### config.mk
export PLATFORM = sky130hd
export DESIGN_NAME = dcache_line_ctrl
export DESIGN_NICKNAME = d
export VERILOG_FILES = /design/src/rtl/dcache_line_ctrl.sv
export SDC_FILE = /design/constraint.sdc
export NUM_CORES = 2
export LEC_CHECK = 0
export BUFFER_PORTS_ARGS = -buffer_cell sky130_fd_sc_hd__buf_4
export CORE_AREA = 3 3 532 534
export CTS_BUF_LIST = sky130_fd_sc_hd__clkbuf_16
export DETAILED_ROUTE_END_ITERATION = 12
export DIE_AREA = 0 0 535 537
export PLACE_DENSITY_LB_ADDON = 0.12
export REMOVE_ABC_BUFFERS = 1
export SLEW_MARGIN = 20
export SYNTH_ARGS = -nofsm -noshare
export SYNTH_HDL_FRONTEND = slang
export SYNTH_SLANG_ARGS = --single-unit
### constraint.sdc
create_clock -name i_clk -period 3.6 [get_ports i_clk]
set_input_delay 0.54 -clock i_clk [delete_from_list [all_inputs] [get_ports i_clk]]
set_output_delay 0.54 -clock i_clk [all_outputs]
set_load 0.02 [all_outputs]
### src/rtl/dcache_line_ctrl.sv
// Data-cache block transfer engine: optional dirty-victim writeback, then an 8-beat refill, then a one-cycle block write strobe.
// Latency: 10 cycles from miss to strobe for a clean miss, 20 for a dirty miss, on a zero-wait bus; every memory stall adds one cycle.
module dcache_line_ctrl #(
  parameter int ADDR_WIDTH  = 64,
  parameter int DATA_WIDTH  = 64,
  parameter int BLOCK_WIDTH = 512
) (
  input  logic                   i_clk,
  input  logic                   i_arst,
  input  logic                   i_miss,
  input  logic                   i_dirty,
  input  logic [ADDR_WIDTH-1:0]  i_miss_addr,
  input  logic [ADDR_WIDTH-1:0]  i_wb_addr,
  input  logic [BLOCK_WIDTH-1:0] i_wb_block,
  output logic                   o_block_we,
  output logic [BLOCK_WIDTH-1:0] o_data_block,
  output logic                   o_busy,
  output logic                   o_req_valid,
  input  logic                   i_req_ready,
  output logic [ADDR_WIDTH-1:0]  o_req_addr,
  output logic                   o_req_write,
  output logic                   o_wvalid,
  input  logic                   i_wready,
  output logic [DATA_WIDTH-1:0]  o_wdata,
  output logic                   o_wlast,
  input  logic                   i_bvalid,
  output logic                   o_bready,
  input  logic                   i_rvalid,
  output logic                   o_rready,
  input  logic [DATA_WIDTH-1:0]  i_rdata
);

  localparam int BEATS = BLOCK_WIDTH / DATA_WIDTH;
  localparam int OFS   = $clog2(BLOCK_WIDTH / 8);
  localparam int CW    = $clog2(BEATS);
  localparam int DSH   = $clog2(DATA_WIDTH);
  localparam int BSH   = $clog2(BLOCK_WIDTH);
  localparam logic [CW-1:0] LAST_BEAT = CW'(BEATS - 1);

  typedef enum logic [2:0] {
    IDLE, WB_ADDR, WB_DATA, WB_RESP, RD_ADDR, RD_DATA, FILL
  } state_t;

  state_t                       state, state_nxt;
  logic [CW-1:0]                beat;
  logic [BSH-1:0]               beat_ofs;
  logic [BLOCK_WIDTH-1:0]       wb_buf;
  logic [BLOCK_WIDTH-1:0]       fill_buf;
  logic [ADDR_WIDTH-OFS-1:0]    wb_blk_addr;
  logic [ADDR_WIDTH-OFS-1:0]    miss_blk_addr;
  logic                         w_fire;
  logic                         r_fire;
  logic                         unused_addr_bits;

  // Byte offset inside the block is irrelevant: only block-aligned addresses go out.
  assign unused_addr_bits = ^{i_miss_addr[OFS-1:0], i_wb_addr[OFS-1:0]};

  assign beat_ofs = {beat, {DSH{1'b0}}};
  assign w_fire   = (state == WB_DATA) && i_wready;
  assign r_fire   = (state == RD_DATA) && i_rvalid;

  always_ff @(posedge i_clk or negedge i_arst) begin
    if (!i_arst) begin
      state <= IDLE;
    end else begin
      state <= state_nxt;
    end
  end

  always_comb begin
    state_nxt = state;
    case (state)
      IDLE:    if (i_miss) state_nxt = i_dirty ? WB_ADDR : RD_ADDR;
      WB_ADDR: if (i_req_ready) state_nxt = WB_DATA;
      WB_DATA: if (i_wready && (beat == LAST_BEAT)) state_nxt = WB_RESP;
      WB_RESP: if (i_bvalid) state_nxt = RD_ADDR;
      RD_ADDR: if (i_req_ready) state_nxt = RD_DATA;
      RD_DATA: if (i_rvalid && (beat == LAST_BEAT)) state_nxt = FILL;
      FILL:    state_nxt = IDLE;
      default: state_nxt = IDLE;
    endcase
  end

  // Capture happens only on the IDLE->transfer edge, so later input changes are ignored.
  always_ff @(posedge i_clk or negedge i_arst) begin
    if (!i_arst) begin
      beat          <= '0;
      wb_buf        <= '0;
      fill_buf      <= '0;
      wb_blk_addr   <= '0;
      miss_blk_addr <= '0;
    end else begin
      if ((state == IDLE) && i_miss) begin
        miss_blk_addr <= i_miss_addr[ADDR_WIDTH-1:OFS];
        if (i_dirty) begin
          wb_blk_addr <= i_wb_addr[ADDR_WIDTH-1:OFS];
          wb_buf      <= i_wb_block;
        end
      end
      if (r_fire) begin
        fill_buf[beat_ofs +: DATA_WIDTH] <= i_rdata;
      end
      // Counter width equals log2(BEATS), so the last beat wraps it back to zero.
      if (w_fire || r_fire) begin
        beat <= beat + 1'b1;
      end
    end
  end

  always_comb begin
    o_busy       = (state != IDLE);
    o_req_valid  = (state == WB_ADDR) || (state == RD_ADDR);
    o_req_write  = (state == WB_ADDR);
    o_req_addr   = '0;
    if (state == WB_ADDR) o_req_addr = {wb_blk_addr, {OFS{1'b0}}};
    if (state == RD_ADDR) o_req_addr = {miss_blk_addr, {OFS{1'b0}}};
    o_wvalid     = (state == WB_DATA);
    o_wdata      = (state == WB_DATA) ? wb_buf[beat_ofs +: DATA_WIDTH] : '0;
    o_wlast      = (state == WB_DATA) && (beat == LAST_BEAT);
    o_bready     = (state == WB_RESP);
    o_rready     = (state == RD_DATA);
    o_block_we   = (state == FILL);
    o_data_block = (state == FILL) ? fill_buf : '0;
  end

endmodule

Word level (Yosys, flattened, before mapping)
Cells that the tools add are included.
- logic and storage cells: 49
- register bits after elaboration: 1146
- mux-type cells: 13
- shifts and indexed selects: 3
- reduce and logical (&&, ||, !) cells: 12
- add/sub/neg operators: 2
- eq/ne operators: 13
- operator list (cell ; count):
    $bwmux W512 ; 1
    $mux W512 ; 1
    $shift A64 B11 Y512 const A ; 1
    $shiftx A512 B10 Y64 ; 1
    $shiftx A64 B11 Y512 ; 1
    $mux W64 ; 3
    $mux W3 ; 7
    $pmux W3 S6 ; 1
    $eq A3 B3 Y1 const B ; 4
    $neg A9 Y11 ; 1
    $ne A2 B2 Y1 const B ; 4
    $eq A3 B2 Y1 const B ; 2
    $logic_and A1 B1 Y1 ; 6
    $reduce_and A6 Y1 ; 1
    $ne A2 B1 Y1 const B ; 2
    $add A3 B1 Y3 const B ; 1
    $eq A3 B1 Y1 const B ; 1
    $logic_not A3 Y1 ; 1
    $reduce_bool A3 Y1 ; 1
    $logic_or A1 B1 Y1 ; 2
    $reduce_and A2 Y1 ; 1

Depth between registers and ports, before layout
- word-level depth: 4
- depth in mapped cells: 11
- mapped depth without buffers: 6

Worst setup path after synthesis
Ideal clock, no wire load.
- kind: register to register
- from: register beat[1]
- to: register fill_buf[324]
- data required time: 3.475 ns
- period minus slack after synthesis: 2.913 ns
- setup time: 0.125 ns
- path slack: 0.687 ns
- data arrival time: 2.789 ns
- stages on the path, launching flop included: 12
- buffers on the path: 5
- cell sequence: dfrtp_1 clkbuf_1 clkbuf_1 clkbuf_1 inv_1 ha_1 ha_1 or3_4 nor3b_1 buf_4 buf_6 mux2_2
- word-level cells in the longest chain between the ends: 3
- ends and longest elaborated chain (what ; line ; source):
    from (decl) ; 45 ; logic [CW-1:0] beat;
    from (signal assigned) ; 105 ; beat <= beat + 1'b1;
    $neg A9 Y11 (*) ; 101 ; fill_buf[beat_ofs +: DATA_WIDTH] <= i_rdata;
    $shiftx A64 B11 Y512 or $shift A64 B11 Y512 (tied branches) ; 101 ;
    $bwmux W512 (*) ; 101 ;
    to (signal, indexed assignment) ; 101 ;
    to (decl) ; 48 ; logic [BLOCK_WIDTH-1:0] fill_buf;
Mark *: on every way between the ends. The rest lies on a longest branch, timed or not.
A chain may end at the register's enable or synchronous reset.

Worst setup path after layout
- from: register state[0]
- to: output o_data_block[462]
- word-level cells in the longest chain between the ends: 2
- ends and longest elaborated chain (what ; line ; source):
    from (decl) ; 44 ; state_t state, state_nxt;
    from (signal assigned) ; 66 ; state <= state_nxt;
    $eq A3 B3 Y1 ; 123 ; o_data_block = (state == FILL) ? fill_buf : '0;
    $mux W512 ; 123 ;
    to (decl) ; 16 ; output logic [BLOCK_WIDTH-1:0] o_data_block,
No other way between the ends.

==> impl_metrics.py <==
metrics = {
    "die": {
        "die_width_um": 535,
        "rows": 194,
        "die-area_um2": 287300,
        "core_um2": 278900,
        "num_io_pins": 1360,
        "initial_core_util": 0.1864,
        "die_h_um": 537,
    },
    "timing": {
        "tightest_slew_ns": 1.016,
        "final.setup.tns_ns": 0,
        "finalHoldViolCount": 0,
        "finalClockSkew_ns": 0.05213,
        "whs_ns": 0.08968,
        "setup_slack_ns": 0.1503,
        "layout_min_cycle_time_ns": 3.450,
        "fin_crit_sh": 0.9583,
        "final-setup-viol-count": 0,
        "maxSlewHeadroom": 0.3229,
        "max_freq_mhz": 289.9,
        "maxSlewViolCount": 0,
        "rsz0062_at_grt": "no",
    },
    "placed_design": {
        "port_buffers": 1341,
        "dp_hpwl_mm": 173.3,
        "place.gp.congestion": 0.7696,
        "dp_slack_ns": 0.4968,
    },
    "worst_hold_path": {
        "hold_path_startpoint": "i_wb_block[94]",
        "hold_path.class": "input pin to register",
        "min_path_cells": 2,
        "worst_hold_path.endpoint": "wb_buf[94]",
    },
    "routing": {
        "dr_total_vias": 36820,
        "drt_pass1_iterations": 4,
        "drt_iter0_drc": 1347,
        "avgViaCountPerCell": 3.891,
        "drt_wl_total_mm": 237.3,
        "ant_nets": 0,
        "post_drt_wl_per_cell_um": 25.07,
        "route.detailed.drc": 0,
    },
    "critical_path": {
        "cpMaxStageDelayCell": "dfrtp_1",
        "critPathArrivalTime_ns": 2.91,
        "crit_chain": "inv_4 -> and3_4 -> buf_12 -> buf_16 -> buf_6 -> and2_1 -> buf_4",
        "cpPeakStageDelay_ns": 0.52,
        "worstSetupEndpointType": "output port",
        "path_buf_inv": 5,
        "reg2reg_slack_ns": 0.37,
        "crit_fanout": 60,
        "rr_startpoint": "beat[0]",
        "reg2reg_depth": 8,
        "critical_path_class": "register to output port",
        "reg2reg_to": "fill_buf[417]",
        "crit_required_ns": 3.06,
        "crit_path_start_kind": "register",
        "cp_top_family": "buffers and inverters",
    },
    "cells_and_area": {
        "area_growth_pct": 51.07,
        "fin_util": 0.2816,
        "finalNetCount": 6242,
        "drive_gt1_frac": 0.5188,
        "fill_cells": 29030,
    },
    "clock_tree": {
        "clock-root-buffer": "clkbuf_16",
        "clk_path_buf_depth": 4,
        "numCtsBuffers": 157,
        "htreeDepth": 4,
        "cts_tree": "built",
        "clock_latency_ns": 0.82,
        "cts.sinks": 1146,
        "clk_pin_slew_worst_paths_ns": 0.06,
    },
    "global_route": {
        "grt_max_degree": 84,
        "grt_pass1_wl_mm": 328.5,
        "grtUsageTotal": 0.1601,
        "grt_overflow_total": 0,
        "grt_antenna_before_repair": 158,
        "grt_pass1_vias": 40240,
    },
    "yosys": {
        "avgSynthCellArea_um2": 14.89,
        "ys_seq_area_frac": 0.5515,
        "netlist_instances": 3491,
        "synthDistinctLibCells": 39,
        "synth-seq-cells": 1146,
        "yosys_warnings": 0,
        "syn_area_um2": 51990,
    },
    "run": {
        "cap_violations": 0,
    },
    "pwr": {
        "finalPower_mw": 56.46,
        "leakage_nw": 37.69,
        "power_density_nw_per_um2": 718.8,
        "vdd_drop_max_uv": 361.8,
    },
    "status": {
        "outcome": "finished clean",
    },
}
-- layout make-up --
cell class / instances / area, µm² / share of cell area
Antenna cell: 95 / 237.7 / 0.003026
Clock buffer: 160 / 4004 / 0.05097
Clock inverter: 118 / 689.4 / 0.008777
Inverter: 7 / 31.28 / 0.0003982
Multi-Input combinational cell: 2090 / 21880 / 0.2785
Sequential cell: 1146 / 28690 / 0.3652
Tap cell: 3724 / 4659 / 0.05932
Timing Repair Buffer: 2123 / 18360 / 0.2338
-- state kept, by name (all words and copies together) (netlist names) --
name and flops:
beat 3, fill_buf 512, miss_blk_addr 58, state 3, wb_blk_addr 58, wb_buf 512
-- repair_timing --
action                     4_1_cts  5_1_grt
hold buffers                   644        0
gates resized for setup         18        4
hold endpoints to repair       771        0
cloned                           4        0
buffers inserted                 5        0
setup endpoints to repair      264        7
pin swaps                        0        0
-- routing by layer --
layer  wire length (µm)  vias to the layer above  GRT usage
li1                   -                    16550          -
met1             100400                    18640     0.2000
met2             111800                     1137     0.2635
met3              17300                      388    0.05163
met4               7115                      114    0.04594
met5                658                        -          0
-- logic make-up after synthesis --
kind of cell	after synthesis	synth area share
flip-flops	1146	0.5515
adder cells (fa/ha/maj)	5	0.001203
multiplexers	1273	0.3250
buffers and inverters	260	0.02962
XOR/XNOR	2	0.0003370
AND/OR/NAND/NOR	674	0.07515
other	1	0.00007212
AO/OA/AOI/OAI	130	0.01704
-- through the flow --
| step | instances | cell area, µm² |
|---|---|---|
| final | 9463 | 78550 |
| after global routing | 9435 | 78480 |
| after CTS | 9368 | 78300 |
| after detailed placement | 8437 | 66880 |
| after global placement | 8437 | 66880 |
| after floorplan | 3243 | 50500 |
-- worst max-delay path by stage --
| stage | from | to | slack (ns) | depth (start not counted) |
|---|---|---|---|---|
| floorplan | state[2] | wb_blk_addr[0] | -15.85 | 4 |
| global placement | state[1] | fill_buf[283] | 0.58 | 5 |
| global route | beat[1] | o_wdata[18] | 0.005 | 6 |
| detailed placement | state[1] | fill_buf[413] | 0.50 | 5 |
| CTS | beat[1] | o_wdata[39] | 0.007 | 6 |
| finish | state[0] | o_data_block[462] | 0.15 | 7 |
-- synth_stat cells --
| cell type | number | area, µm² |
|---|---|---|
| buf_6 | 51 | 574.3 |
| nor4_1 | 1 | 6.260 |
| buf_2 | 58 | 290.3 |
| and3_1 | 4 | 25.02 |
| or2_2 | 1 | 6.260 |
| a2111oi_0 | 1 | 8.760 |
| inv_1 | 7 | 26.28 |
| a21oi_1 | 66 | 330.3 |
| nor3b_2 | 1 | 12.51 |
| a211o_1 | 1 | 8.760 |
| or3_4 | 2 | 22.52 |
| xnor2_1 | 2 | 17.52 |
| nor3b_1 | 1 | 7.510 |
| nand4_1 | 1 | 6.260 |
| nor2_4 | 2 | 22.52 |
| clkbuf_1 | 110 | 412.9 |
| nand2_1 | 132 | 495.5 |
| o2bb2ai_1 | 1 | 8.760 |
| buf_1 | 5 | 18.77 |
| a21boi_0 | 1 | 7.510 |
| mux2_2 | 798 | 8986 |
| mux2i_1 | 2 | 20.02 |
| o31ai_1 | 1 | 7.510 |
| dfrtp_1 | 1146 | 28680 |
| o22ai_1 | 1 | 6.260 |
| mux2_1 | 45 | 506.7 |
| nor2b_1 | 1 | 6.260 |
| nor3_1 | 2 | 10.01 |
| nor2_1 | 7 | 26.28 |
| and3b_1 | 2 | 17.52 |
| a22o_1 | 58 | 508.0 |
| nand4b_2 | 1 | 15.01 |
| mux4_2 | 128 | 2883 |
| nand2b_1 | 2 | 12.51 |
| and2_1 | 514 | 3216 |
| buf_4 | 29 | 217.7 |
| conb_1 | 1 | 3.750 |
| ha_1 | 5 | 62.56 |
| mux2_4 | 300 | 4504 |
-- placed cells by master (no fill, tap or decap), types with 5 or more instances in the layout --
master | Yosys | layout
nand2_1 | 132 | 130
buf_6 | 51 | 6
a22o_1 | 58 | 58
bufinv_16 | 0 | 5
clkbuf_16 | 0 | 160
and2_1 | 514 | 513
mux4_2 | 128 | 128
clkinv_2 | 0 | 19
diode_2 | 0 | 95
a21oi_1 | 66 | 63
ha_1 | 5 | 5
buf_12 | 0 | 45
buf_4 | 29 | 1417
inv_1 | 7 | 45
mux2_4 | 300 | 300
dlygate4sd3_1 | 0 | 644
conb_1 | 1 | 6
mux2_2 | 798 | 798
clkinv_1 | 0 | 42
buf_16 | 0 | 6
mux2_1 | 45 | 45
nor2_1 | 7 | 6
dfrtp_1 | 1146 | 1142
-- power breakdown --
group          total, mW  switching [mW]  internal [mW]  leakage (nW)
clock network       14.7            6.31           8.38          2.44
logic               20.4            9.03           11.3          20.6
registers           21.4            3.06           18.3          14.6
total               56.5            18.4           38.1          37.7
Note: power is estimated with default switching activity, not from simulation.
